## config.mk

```make
export PLATFORM = sky130hd
export DESIGN_NAME = param_grf
export DESIGN_NICKNAME = d
export VERILOG_FILES = /design/src/rtl/param_grf.sv
export SDC_FILE = /design/constraint.sdc
export NUM_CORES = 2
export LEC_CHECK = 0
export CAP_MARGIN = 20
export CORE_UTILIZATION = 49
export CTS_CLUSTER_DIAMETER = 60
export DETAILED_ROUTE_END_ITERATION = 8
export PLACE_DENSITY_LB_ADDON = 0.12
export SYNTH_ARGS = -nofsm -noshare
export SYNTH_HDL_FRONTEND = slang
export SYNTH_SLANG_ARGS = --single-unit
```

## constraint.sdc

```tcl
create_clock -name clk -period 6.6 [get_ports clk]
set_clock_uncertainty 0.1 [all_clocks]
set_input_delay 1.32 -clock clk [delete_from_list [all_inputs] [get_ports clk]]
set_output_delay 1.32 -clock clk [all_outputs]
set_load 0.05 [all_outputs]
```

## src/rtl/param_grf.sv

```systemverilog
// Parametrised register file: byte-enable write, same-cycle bypass, pending scoreboard, soft clear.
// Optional `define GRF_TRACE_EN prints every committed write.
module param_grf #(
    parameter int DATA_W   = 32,
    parameter int ADDR_W   = 5,
    parameter int NUM_RD   = 2,
    parameter int ZERO_REG = 1
) (
    input  logic                     clk,
    input  logic                     reset,
    input  logic                     we,
    input  logic [ADDR_W-1:0]        waddr,
    input  logic [DATA_W-1:0]        wdata,
    input  logic [DATA_W/8-1:0]      wbe,
    input  logic [31:0]              pc,
    input  logic [NUM_RD*ADDR_W-1:0] raddr,
    output logic [NUM_RD*DATA_W-1:0] rdata,
    output logic [NUM_RD-1:0]        pend,
    input  logic                     issue_vld,
    input  logic [ADDR_W-1:0]        issue_addr,
    input  logic                     clr_req,
    output logic                     clr_busy
);
    localparam int DEPTH = 1 << ADDR_W;
    localparam int NB    = DATA_W / 8;

    typedef enum logic {IDLE, CLEAR} state_t;

    state_t            stateReg, stateNext;
    logic [ADDR_W-1:0] clrCnt;
    logic [DATA_W-1:0] regFile [DEPTH];
    logic [DEPTH-1:0]  pendReg;
    logic              idle, wrEn, issEn;
    logic [DATA_W-1:0] wrOld, wrMerged;

    assign idle     = (stateReg == IDLE);
    assign wrEn     = idle && we && !((ZERO_REG != 0) && (waddr == '0));
    assign issEn    = idle && issue_vld && !((ZERO_REG != 0) && (issue_addr == '0));
    assign wrOld    = regFile[waddr];
    assign clr_busy = (stateReg == CLEAR);

    genvar gi;
    generate
        for (gi = 0; gi < NB; gi++) begin : g_byte
            assign wrMerged[gi*8 +: 8] = wbe[gi] ? wdata[gi*8 +: 8] : wrOld[gi*8 +: 8];
        end
    endgenerate

    always_ff @(posedge clk) begin
        if (!reset) stateReg <= IDLE;
        else        stateReg <= stateNext;
    end

    always_comb begin
        stateNext = stateReg;
        case (stateReg)
            IDLE:    if (clr_req) stateNext = CLEAR;
            CLEAR:   if (&clrCnt) stateNext = IDLE;
            default: stateNext = IDLE;
        endcase
    end

    // Held at zero while idle so every clear sweep starts from register 0.
    always_ff @(posedge clk) begin
        if (!reset || idle) clrCnt <= '0;
        else                clrCnt <= clrCnt + 1'b1;
    end

    always_ff @(posedge clk) begin
        if (!reset)     regFile <= '{default: '0};
        else if (!idle) regFile[clrCnt] <= '0;
        else if (wrEn)  regFile[waddr] <= wrMerged;
    end

    // Issue is applied after the write clear so a newer producer wins.
    always_ff @(posedge clk) begin
        if (!reset) begin
            pendReg <= '0;
        end else if (!idle) begin
            pendReg[clrCnt] <= 1'b0;
        end else begin
            if (wrEn)  pendReg[waddr] <= 1'b0;
            if (issEn) pendReg[issue_addr] <= 1'b1;
        end
    end

    generate
        for (gi = 0; gi < NUM_RD; gi++) begin : g_rd
            logic [ADDR_W-1:0] ra;
            logic              zeroHit, byp;
            assign ra      = raddr[gi*ADDR_W +: ADDR_W];
            assign zeroHit = (ZERO_REG != 0) && (ra == '0);
            assign byp     = wrEn && (waddr == ra);
            assign rdata[gi*DATA_W +: DATA_W] = zeroHit ? '0 : (byp ? wrMerged : regFile[ra]);
            assign pend[gi] = !zeroHit && !byp && pendReg[ra];
        end
    endgenerate

`ifdef GRF_TRACE_EN
    always_ff @(posedge clk) begin
        if (reset && wrEn && (wbe != '0))
            $display("%d@%h: $%d <= %h", $time, pc, waddr, wrMerged);
    end
`else
    logic unusedPc;
    assign unusedPc = ^pc;
`endif
endmodule

```

==> impl_results.md <==
- Status: complete, but fails checks
- Failing checks: design-rule violations, max-slew violations
- Dpl hpwl: between 150,000 and 200,000 um
- Mapped cell area: 61,200 um2
- Resized cells post-CTS: 0
- Filler instances: about 11,000
- Crit-path slowest cell: o22ai_1
- Vias in the first global route: 52,172
- Seq/Total Area, Yosys: 0.348
- IO Count: between 150 and 200
- Antenna violations before repair: 15
- Period minus WS final: a little over 6 ns
- EDFF count, synth: 0
- Slew Limit Fails: 11
- Area Overhead vs Synth: 12.9%
- Crit start category: primary input
- Non-filler instance count after layout: approximately 7,400
- First-pass GRT wire length: between 300,000 and 400,000 um
- Crit Path Category: in -> out
- Synthesized instance count: roughly 5,800
- Placed cells: between 7,000 and 8,000
- DIE AREA: ~130,000 um2
- Wire per inst: slightly below 40 um
- Htree depth: 3
- CP arrival: 4.70 ns
- Area occupied by multi-input gates: roughly 37,000 um2
- Storage cell area: 21,300 um2
- Hold endpoint: regFile[665]
- Layout Nets: 5,746
- Cts hold-fix bufs: 0
- DRC errors left: about 110
- Hold Path Depth: 2
- Core Util, Final: 0.558
- Highest cell delay on the worst timing path: between 0.8 and 0.9 ns
- Die height: about 360 um
- Ys Warns: 0
- CTS tree: done
- Top cells by area, synth: dfxtp_1 35%, mux4_2 31%, o21ai_0 4.6%
- Critical Path RT: between 5 and 6 ns
- Most frequent cell after synthesis: dfxtp_1
- Reg2Reg Depth: 11
- Async S/R FF share, synth: 0
- RSZ-0062 raised after global routing: no
- Top cell type's share of synthesized area: 0.348
- Leakage: 23.7 nW
- Max cap viols: 0
- Cell repeated most along the worst path: buf_4
- Vias: approximately 56,000
- Final setup fails: 0
- Final antenna-violating net count: 0
- Synth Flop Type: dfxtp_1
- Port bufs: about 130
- Yosys cell types: 78
- #FFs+latches synth: 1,062
- Slew margin rel.: -0.0595
- Worst-path clk slew: around 0.06 ns
- CTS Buf Count: 121
- Delay-heaviest family, CP: buffers and inverters
- Final period util: 0.927
- Layout cells sized above 1: 0.265
- Critical Path End Type: output port
- Clock Path Buffers: 3
- Reg2reg setup slack: roughly 2.9 ns
- Largest net degree at the start of global routing: between 150 and 200
- DRC violation total after the first TritonRoute iteration: just over 10,000
- CP bufs+invs: 3
- Final Hold Viols: 0
- Placer Congestion: 0.981
- RR Startpoint: clr_busy
- VDD IR max: around 210 uV
- Num rows: between 100 and 150
- Vias per inst: between 7 and 8
- Syn_area_per_cell: 10.6 um2
- Global Route Usage Sum: 0.447
- CP Cell Sequence: clkdlybuf4s50_1, nor2b_1, o21ai_0, nor4_1, nand3_2, buf_4, o22ai_1, buf_4
- Die W: between 300 and 400 um
- Reg2reg end: regFile[132]
- Final wirelength: 288,000 um
- Cell accounting for the most synthesized area: dfxtp_1
- Maximum clock frequency: around 0.16 GHz
- Syn nets: around 6,000
- Initial Util: 0.494
- Core ar.: approximately 120,000 um2
- PD cells: 227 nW/um2
- Gr ovfl total: 0
- 1st-pass router iterations: 9
- Clk Latency, worst-skew pair: 0.80 ns
- TritonCTS Sinks: 1,062
- Post-CTS Setup Inserts: 0
- TNS Setup: 0 ns
- Root buffer cell: clkbuf_16
- Hold_sp: regFile[665]
- CP Max Fanout: 32
- Synth top cells by count: 1,062 x dfxtp_1, 834 x mux4_2, 730 x nand2_1, 559 x o21ai_0, 498 x nor2_1
- Class of the worst hold path: reg -> reg
- Worst Tran Pin Value: around 1.6 ns
[cell families (layout without fill, tap and decap cells)]
kind of cell | Yosys count | after routing | synth area share
adder cells (fa/ha/maj) | 5 | 5 | 0.00102
XOR/XNOR | 12 | 12 | 0.00172
other | 0 | 15 | 0
multiplexers | 1101 | 1101 | 0.352
buffers and inverters | 654 | 655 | 0.0470
AO/OA/AOI/OAI | 1363 | 1363 | 0.143
AND/OR/NAND/NOR | 1554 | 1554 | 0.108
flip-flops | 1062 | 1062 | 0.348
[metrics by stage]
stage                     hold WS (ns)  cell area, um2  power (W)  setup slack (ns)
after global routing             0.405           69100     0.0159             0.516
after floorplan                  0.343           61200    0.00757              1.13
after CTS                        0.388           68900     0.0156             0.827
final                            0.389           69100     0.0157             0.479
after detailed placement         0.368           64500    0.00824             0.869
after global placement           0.365           64400    0.00823             0.806
[final cells by class]
type                    instances  share of cell area
multi-input cells            4035               0.540
flip-flops and latches       1062               0.308
repair buffers                410              0.0578
clock buffers                 153              0.0481
well taps                    1637              0.0296
clock inverters                74              0.0148
inverters                      18             0.00109
diodes                         15            0.000543
[where the power goes]
part / total (W) / internal [W] / switching (W)
logic: 0.00173 / 0.000506 / 0.00122
registers: 0.00647 / 0.00644 / 0.0000312
clock network: 0.00751 / 0.00446 / 0.00305
total: 0.0157 / 0.0114 / 0.00431
[worst reg2reg max path, cell delays in order (launching register included)]
cell and delay, ns:
dfxtp_1 0.35, buf_4 0.34, nand4b_1 0.22, buf_4 0.18, nor2_1 0.04, buf_4 0.23, a21oi_1 0.17, buf_4 0.36
and2_1 0.84, buf_4 0.52, nand2_1 0.13, o21ai_0 0.10
[worst max path at each step]
| stage | depth (start not counted) | startpoint | end |
|---|---|---|---|
| after global placement | 8 | we | rdata[1] |
| after detailed placement | 8 | we | rdata[1] |
| after floorplan | 11 | waddr[0] | rdata[63] |
| final | 8 | we | rdata[1] |
| after global routing | 8 | we | rdata[1] |
| after CTS | 8 | we | rdata[1] |
[layout by cell type (no fill, tap or decap), types with 26 or more instances in the layout]
cell type,count
o21ai_0,559
a32oi_1,119
dfxtp_1,1062
buf_12,51
a21oi_1,67
nand3_1,106
mux4_2,834
clkbuf_16,123
nand2_1,729
nor2_1,491
mux2_2,26
mux2i_1,237
clkdlybuf4s50_1,44
a31oi_1,39
buf_4,298
a22oi_1,308
clkinv_2,29
and2_1,60
nand2b_1,43
o22ai_1,101
[registers in the layout (all words and copies together) (netlist names)]
signal,flops
regFile,1024
pendReg,32
clrCnt,5
clr_busy,1
[layer usage]
layer / vias up / GRT usage / wire length, um
met5: - / 0 / 114
li1: 21920 / - / -
met3: 1148 / 0.188 / 47800
met2: 5103 / 0.612 / 118000
met1: 28191 / 0.570 / 99700
met4: 16 / 0.311 / 22400
(Power assumes the default switching activity.)
